[src/rtl/axi_rd_arbiter_2x1.sv]
// axi_rd_arbiter_2x1
// Two-requester round-robin arbiter for one AXI4 read master port (AR + R).
// One burst is in flight at a time. The grant is held from AR acceptance
// until the R beat carrying rlast completes.
// Optional beat counters are enabled by defining AXI_RD_ARB_PERF_EN.
//
// state | meaning
// ------+-----------------------------------------------------------
// IDLE  | no burst owned; sample both arvalids and pick the winner
// ADDR  | granted AR is presented on m00; wait for the AR handshake
// DATA  | R beats are routed to the granted requester until rlast

module axi_rd_arbiter_2x1 #(
    parameter int DATA_WIDTH = 32,
    parameter int ADDR_WIDTH = 32,
    parameter int ID_WIDTH   = 8
) (
    input  logic                  clk,
    input  logic                  rst,

    input  logic [ID_WIDTH-1:0]   s00_axi_arid,
    input  logic [ADDR_WIDTH-1:0] s00_axi_araddr,
    input  logic [7:0]            s00_axi_arlen,
    input  logic                  s00_axi_arvalid,
    output logic                  s00_axi_arready,
    output logic [ID_WIDTH-1:0]   s00_axi_rid,
    output logic [DATA_WIDTH-1:0] s00_axi_rdata,
    output logic [1:0]            s00_axi_rresp,
    output logic                  s00_axi_rlast,
    output logic                  s00_axi_rvalid,
    input  logic                  s00_axi_rready,

    input  logic [ID_WIDTH-1:0]   s01_axi_arid,
    input  logic [ADDR_WIDTH-1:0] s01_axi_araddr,
    input  logic [7:0]            s01_axi_arlen,
    input  logic                  s01_axi_arvalid,
    output logic                  s01_axi_arready,
    output logic [ID_WIDTH-1:0]   s01_axi_rid,
    output logic [DATA_WIDTH-1:0] s01_axi_rdata,
    output logic [1:0]            s01_axi_rresp,
    output logic                  s01_axi_rlast,
    output logic                  s01_axi_rvalid,
    input  logic                  s01_axi_rready,

    output logic [ID_WIDTH-1:0]   m00_axi_arid,
    output logic [ADDR_WIDTH-1:0] m00_axi_araddr,
    output logic [7:0]            m00_axi_arlen,
    output logic                  m00_axi_arvalid,
    input  logic                  m00_axi_arready,
    input  logic [ID_WIDTH-1:0]   m00_axi_rid,
    input  logic [DATA_WIDTH-1:0] m00_axi_rdata,
    input  logic [1:0]            m00_axi_rresp,
    input  logic                  m00_axi_rlast,
    input  logic                  m00_axi_rvalid,
    output logic                  m00_axi_rready,

    output logic                  busy
`ifdef AXI_RD_ARB_PERF_EN
    ,
    output logic [31:0]           s00_rd_beats,
    output logic [31:0]           s01_rd_beats
`endif
);

    typedef enum logic [1:0] {
        ST_IDLE = 2'd0,
        ST_ADDR = 2'd1,
        ST_DATA = 2'd2
    } state_t;

    state_t r_state;
    state_t w_state_nxt;
    logic   r_grant;
    logic   w_grant_nxt;
    logic   r_last_grant;
    logic   w_last_grant_nxt;

    // Any handshake on the master R channel that closes the burst.
    logic   w_r_last_hs;
    // Master AR handshake for the currently granted requester.
    logic   w_ar_hs;

    // State, grant and round-robin pointer registers.
    always_ff @(posedge clk or posedge rst) begin
        if (rst) begin
            r_state      <= ST_IDLE;
            r_grant      <= 1'b0;
            r_last_grant <= 1'b1;
        end else begin
            r_state      <= w_state_nxt;
            r_grant      <= w_grant_nxt;
            r_last_grant <= w_last_grant_nxt;
        end
    end

    // Next-state decode plus all channel muxing; everything idles at zero.
    always_comb begin
        w_state_nxt      = r_state;
        w_grant_nxt      = r_grant;
        w_last_grant_nxt = r_last_grant;
        w_ar_hs          = 1'b0;
        w_r_last_hs      = 1'b0;

        s00_axi_arready  = 1'b0;
        s00_axi_rid      = '0;
        s00_axi_rdata    = '0;
        s00_axi_rresp    = '0;
        s00_axi_rlast    = 1'b0;
        s00_axi_rvalid   = 1'b0;

        s01_axi_arready  = 1'b0;
        s01_axi_rid      = '0;
        s01_axi_rdata    = '0;
        s01_axi_rresp    = '0;
        s01_axi_rlast    = 1'b0;
        s01_axi_rvalid   = 1'b0;

        m00_axi_arid     = '0;
        m00_axi_araddr   = '0;
        m00_axi_arlen    = '0;
        m00_axi_arvalid  = 1'b0;
        m00_axi_rready   = 1'b0;

        busy             = (r_state != ST_IDLE);

        case (r_state)
            ST_IDLE: begin
                // Contested: the requester that did not win last time goes next.
                if (s00_axi_arvalid && s01_axi_arvalid) begin
                    w_grant_nxt = ~r_last_grant;
                    w_state_nxt = ST_ADDR;
                end else if (s00_axi_arvalid) begin
                    w_grant_nxt = 1'b0;
                    w_state_nxt = ST_ADDR;
                end else if (s01_axi_arvalid) begin
                    w_grant_nxt = 1'b1;
                    w_state_nxt = ST_ADDR;
                end
            end

            ST_ADDR: begin
                if (!r_grant) begin
                    m00_axi_arid    = s00_axi_arid;
                    m00_axi_araddr  = s00_axi_araddr;
                    m00_axi_arlen   = s00_axi_arlen;
                    m00_axi_arvalid = s00_axi_arvalid;
                    s00_axi_arready = m00_axi_arready;
                end else begin
                    m00_axi_arid    = s01_axi_arid;
                    m00_axi_araddr  = s01_axi_araddr;
                    m00_axi_arlen   = s01_axi_arlen;
                    m00_axi_arvalid = s01_axi_arvalid;
                    s01_axi_arready = m00_axi_arready;
                end
                // A requester that drops arvalid early simply leaves us waiting here.
                w_ar_hs = m00_axi_arvalid && m00_axi_arready;
                if (w_ar_hs) begin
                    w_state_nxt = ST_DATA;
                end
            end

            ST_DATA: begin
                if (!r_grant) begin
                    s00_axi_rid    = m00_axi_rid;
                    s00_axi_rdata  = m00_axi_rdata;
                    s00_axi_rresp  = m00_axi_rresp;
                    s00_axi_rlast  = m00_axi_rlast;
                    s00_axi_rvalid = m00_axi_rvalid;
                    m00_axi_rready = s00_axi_rready;
                end else begin
                    s01_axi_rid    = m00_axi_rid;
                    s01_axi_rdata  = m00_axi_rdata;
                    s01_axi_rresp  = m00_axi_rresp;
                    s01_axi_rlast  = m00_axi_rlast;
                    s01_axi_rvalid = m00_axi_rvalid;
                    m00_axi_rready = s01_axi_rready;
                end
                w_r_last_hs = m00_axi_rvalid && m00_axi_rready && m00_axi_rlast;
                if (w_r_last_hs) begin
                    w_state_nxt      = ST_IDLE;
                    w_last_grant_nxt = r_grant;
                end
            end

            default: begin
                w_state_nxt = ST_IDLE;
            end
        endcase
    end

`ifdef AXI_RD_ARB_PERF_EN
    // Per-requester count of delivered R beats; wraps naturally at 2^32.
    always_ff @(posedge clk or posedge rst) begin
        if (rst) begin
            s00_rd_beats <= '0;
            s01_rd_beats <= '0;
        end else begin
            if (s00_axi_rvalid && s00_axi_rready) begin
                s00_rd_beats <= s00_rd_beats + 32'd1;
            end
            if (s01_axi_rvalid && s01_axi_rready) begin
                s01_rd_beats <= s01_rd_beats + 32'd1;
            end
        end
    end
`endif

endmodule

[config.mk]
export PLATFORM = sky130hd
export DESIGN_NAME = axi_rd_arbiter_2x1
export DESIGN_NICKNAME = d
export VERILOG_FILES = /design/src/rtl/axi_rd_arbiter_2x1.sv
export SDC_FILE = /design/constraint.sdc
export NUM_CORES = 1
export LEC_CHECK = 0
export CAP_MARGIN = 5
export CORE_AREA = 2 2 112 114
export DETAILED_ROUTE_END_ITERATION = 10
export DIE_AREA = 0 0 114 116
export HOLD_SLACK_MARGIN = 0.12
export RECOVER_POWER = 25
export SLEW_MARGIN = 10
export SYNTH_ARGS = -nofsm -noshare
export SYNTH_HDL_FRONTEND = slang
export SYNTH_SLANG_ARGS = --single-unit
[constraint.sdc]
create_clock -name clk -period 1.4 [get_ports clk]
set_clock_uncertainty 0.15 [all_clocks]
set_input_delay 0.28 -clock clk [delete_from_list [all_inputs] [get_ports clk]]
set_output_delay 0.28 -clock clk [all_outputs]
set_load 0.005 [all_outputs]
==> Word level (Yosys, flattened, before mapping) <==
Index checks and enable logic that the tools add are counted.
{ "op_classes": {"n_eq_ne": 5, "mux": 45, "bitwise_logic": 1, "n_reduce_logical": 10} }
{ "op_table": {"columns": ["op", "count"], "rows": [
  ["$mux W32", 6],
  ["$mux W8", 8],
  ["$mux W1", 21],
  ["$mux W2", 9],
  ["$pmux W2 S3", 1],
  ["$logic_and A1 B1 Y1", 4],
  ["$ne A2 B2 Y1 const B", 2],
  ["$ne A4 B4 Y1 const B", 1],
  ["$reduce_and A2 Y1", 2],
  ["$reduce_and A3 Y1", 1],
  ["$reduce_bool A3 Y1", 1],
  ["$eq A2 B1 Y1 const B", 1],
  ["$eq A2 B2 Y1 const B", 1],
  ["$logic_not A2 Y1", 1],
  ["$reduce_bool A2 Y1", 1],
  ["$not A1 Y1", 1]
]} }
{ "word_totals": {"ff_bits": 4, "inputBits": 147, "word_cells": 64} }

==> Depth between registers and ports, before layout <==
{ "logic_depth": {"ltp_word": 6, "depth_mapped": 5} }

==> Worst setup path after synthesis <==
No wires, ideal clock.
{ "synth_path": {"path_kind": "reg2out", "startpoint": "register r_state[0]", "endpoint": "output s01_axi_rdata[0]", "t_arrival_ns": 1.060, "required_ns": 0.970, "slack_ns": -0.090, "stages_incl_launch_ff": 5, "n_path_buf": 1, "cell_sequence": "dfrtp_1 -> nand2b_4 -> nor2_2 -> clkbuf_2 -> and2_1"} }
{ "synth_via": {"elab_chain_cells": 2} }
{ "synth_rtl": {"columns": ["item", "line", "source"], "rows": [
  ["start: declaration", "71", "state_t r_state;"],
  ["start signal: assignment", "90", "r_state <= w_state_nxt;"],
  ["$eq A2 B2 Y1", "126", "case (r_state)"],
  ["$mux W32", "126", null],
  ["end: declaration", "39", "output logic [DATA_WIDTH-1:0] s01_axi_rdata,"]
]} }
No other way between the ends.

==> Worst setup path in the final report <==
{ "layout_path": {"startpoint": "register r_state[1]", "endpoint": "output m00_axi_araddr[2]"} }
{ "layout_via": {"elab_chain_cells": 2} }
{ "layout_rtl": {"columns": ["item", "line", "source"], "rows": [
  ["$eq A2 B1 Y1", "126", null],
  ["$mux W32", "126", null],
  ["end: declaration", "46", "output logic [ADDR_WIDTH-1:0] m00_axi_araddr,"]
]} }
No other way between the ends.

==> results.py <==
metrics = {
    "pwr": {
        "report.power.total_mw": 9.492,
        "cellPowerDensity_nw_per_um2": 1492,
        "static-leakage-power_nw": 2.957,
        "irDropWorstVdd_mv": 1.032,
    },
    "timing": {
        "slew_violations": 0,
        "fin_crit_ns": 1.981,
        "hold_violation_total_from_the_final_report": 0,
        "report.final.setup_viol": 144,
        "fmaxAchievable_mhz": 504.8,
        "post-route-period-util_pct": 141.5,
        "timing.slew.headroom_pct": 78.65,
        "grt_setup_unrepaired": "yes",
        "worst_pin_slew_ns": 0.3114,
        "worst_slack_ns": -0.5809,
    },
    "worst_setup_path": {
        "setup.worst_path.start_class": "flop",
        "worst_ep_arrival_time_ns": 1.55,
        "endpoint_kind": "output pin",
        "timing.critical_path.from": "r_state[1]$_DFFE_PP0P_",
        "worstPathCellList": "nand2b_4 -> buf_4 -> buf_16 -> buf_4 -> nor2_2 -> dlymetal6s2s_1",
        "worst-setup-path-type": "reg -> out",
        "crit-reg2reg-launch": "r_grant$_DFFE_PP0P_",
        "timing.critical_path.mode_cell": "sky130_fd_sc_hd__buf_4",
        "critPathSlowestCell": "sky130_fd_sc_hd__dfrtp_1",
        "required_time_of_the_worst_setup_path_ns": 0.97,
        "maximum_fanout_along_the_worst_path": 7,
        "crit_path_max_incr_delay_ns": 0.41,
    },
    "synth": {
        "synth.avg_cell_area_um2": 6.737,
        "syn-num-nets": 381,
        "synth-xor-area-share_pct": 0,
        "synthCells": 234,
        "yosys_register_bits": 4,
        "synth_top_family_by_area": "simple AND/OR/NAND/NOR gates",
        "post_synth_mux_area_share_pct": 32.70,
        "yosysWarnings": 0,
        "synth_adder_area_share_pct": 0,
        "synth_compound_area_share_pct": 1.746,
        "synth.lib_cells_used.distinct": 22,
        "seq_area_frac_synth_pct": 6.429,
        "synth_simple_gate_area_share_pct": 51.83,
        "post_synth_instance_area_um2": 1577,
    },
    "cts": {
        "clk-insertion-delay-late_ns": 0.23,
        "clkSlewWorstSetupHoldPaths_ns": 0.03,
        "cts_tree": "yes",
        "cts_buffer_depth": 2,
        "clock_tree.htree_level_count": 1,
        "cts_buffers": 3,
        "cts_root_buffer": "sky130_fd_sc_hd__clkbuf_16",
        "number_of_sinks_driven_by_the_clock_tree": 4,
    },
    "final_layout": {
        "final.fill_count": 1081,
        "drive_gt1_share_pct": 64.61,
        "area_growth_pct": 303.4,
        "insertedDiodeCount": 0,
        "regArea_um2": 102.6,
        "design.final.nets": 747,
        "multi_input_area_um2": 2061,
        "layout.cell_area.non_filler_um2": 6360,
    },
    "floorplanning": {
        "fp.dieH_um": 116,
        "design.die.area_um2": 13220,
        "die-width_um": 114,
        "core_um2": 11910,
        "io_pins": 288,
        "rows": 40,
        "initial_core_util_pct": 13.24,
    },
    "routing": {
        "drt-vias-per-instance": 4.153,
        "drc": 0,
        "drt_first_pass_iters": 4,
        "vias": 3098,
        "detailedRoute.firstIterationViolations": 73,
        "routed_wire_length_per_instance_um": 17.64,
        "routed_wl_mm": 13.16,
        "ant_nets": 0,
    },
    "grt": {
        "grt_antenna_before_repair": 0,
        "grt_pass1_vias": 2856,
        "groute.usage.overall_pct": 15.37,
        "globalRoute.totalOverflow": 0,
        "maximum_number_of_pins_on_one_net_before_global_route_repair": 27,
        "first_pass_grt_wire_length_mm": 15.95,
    },
    "placement": {
        "gpl.final_weighted_congestion": 0.7686,
        "place.port_buffers": 287,
        "dp_hpwl_mm": 8.583,
        "dpl-instance-area_um2": 4830,
    },
    "hold_path": {
        "worst_hold_path_type": "reg -> reg",
        "hp-start": "r_last_grant$_DFFE_PP1P_",
    },
    "status": {
        "violations": "setup timing",
        "run_status": "finished with violations",
    },
    "flow_run": {
        "maxCapViolCount": 0,
    },
}
[flip-flops by register name (all words and copies together) (netlist names)]
register and flops:
r_last_grant 1, r_state 2, r_grant 1
[where the power goes]
part           switching (mW)  internal [mW]
Clock                  0.0896          0.377
Combinational            3.39           5.40
Sequential             0.0556          0.183
[cell usage in the layout (no fill, tap or decap), drive strengths merged]
cell type	count
dlymetal6s2s	3
o32ai	1
dlygate4sd3	2
clkdlybuf4s15	3
mux2	1
clkbuf	22
mux2i	50
clkdlybuf4s50	145
nor3	4
and2	88
nor2	55
a31oi	1
inv	4
dfrtp	3
buf	210
a211oi	1
nand2b	3
dfstp	1
a21oi	1
nand2	1
[cell usage after synthesis, drive strengths merged]
library cell / number / share of area (%)
nor2: 55 / 14
a211oi: 1 / 0.48
and2: 88 / 35
clkbuf: 9 / 2.5
mux2: 1 / 0.71
o32ai: 1 / 0.56
nand2: 1 / 0.24
a31oi: 1 / 0.40
nand2b: 3 / 1.7
a21oi: 1 / 0.32
dfstp: 1 / 1.7
dfrtp: 3 / 4.8
nor3: 4 / 1.3
buf: 11 / 3.9
inv: 4 / 0.95
mux2i: 50 / 32
[kinds of logic after synthesis]
logic type             after synthesis
AND/OR/NAND/NOR                    151
multiplexers                        51
flip-flops                           4
AO/OA/AOI/OAI                        4
buffers and inverters               24
[critical path: cells and delay by family (launching register included)]
family	cells	cell delay, ns
buffers and inverters	4	0.58
and+or+nand+nor	2	0.33
DFF	1	0.41
[layout make-up]
type | instances | area share [%]
Tap cell | 147 | 2.892
Sequential cell | 4 | 1.613
Multi-Input combinational cell | 206 | 32.40
Inverter | 4 | 0.2361
Timing Repair Buffer | 381 | 61.62
Clock buffer | 4 | 1.239
[metrics by stage]
stage | setup slack [ns] | hold slack, ns | TNS [ns] | std cells | utilization [%]
6_report | -0.5809 | 0.4821 | -66.61 | 746 | 53.39
4_1_cts | -0.7621 | 0.4739 | -77.18 | 713 | 44.97
3_3_place_gp | -0.6491 | 0.3302 | -72.19 | 670 | 40.55
3_5_place_dp | -0.6700 | 0.3260 | -73.39 | 670 | 40.55
5_1_grt | -0.6490 | 0.4968 | -74.70 | 746 | 53.39
2_1_floorplan | -0.03578 | -0.1046 | -2.865 | 234 | -
[per-layer routing]
metal  GRT usage, %  share of wire [%]  up-vias  wire length, um
li1               -                  -     1485                -
met1          17.88                 37     1443             4902
met2          29.13                 54      150             7154
met3          3.400                6.9       20              911
met4          2.683                1.5        0              191
met5              0                  0        -                0
[repair_timing]
item,4_1_cts,5_1_grt
cloned,8,9
pin swaps,28,53
endpoints found under the hold margin,3,0
gates resized for setup,465,377
setup endpoints to repair,145,145
buffers inserted,31,35
hold buffers,1,0
[final timing paths]
path                                       endpoint  slack [ns]  cells after the start
setup reg to reg           r_last_grant$_DFFE_PP1P_       -0.31                      6
hold reg to reg            r_last_grant$_DFFE_PP1P_        0.48                      1
max in group asynchronous  r_last_grant$_DFFE_PP1P_        0.08                      3
setup / recovery                  m00_axi_araddr[2]       -0.58                      6
min in group asynchronous    r_state[0]$_DFFE_PP0P_        0.79                      3
hold / removal             r_last_grant$_DFFE_PP1P_        0.48                      1
No activity file was read; power rests on OpenSTA's default activity.
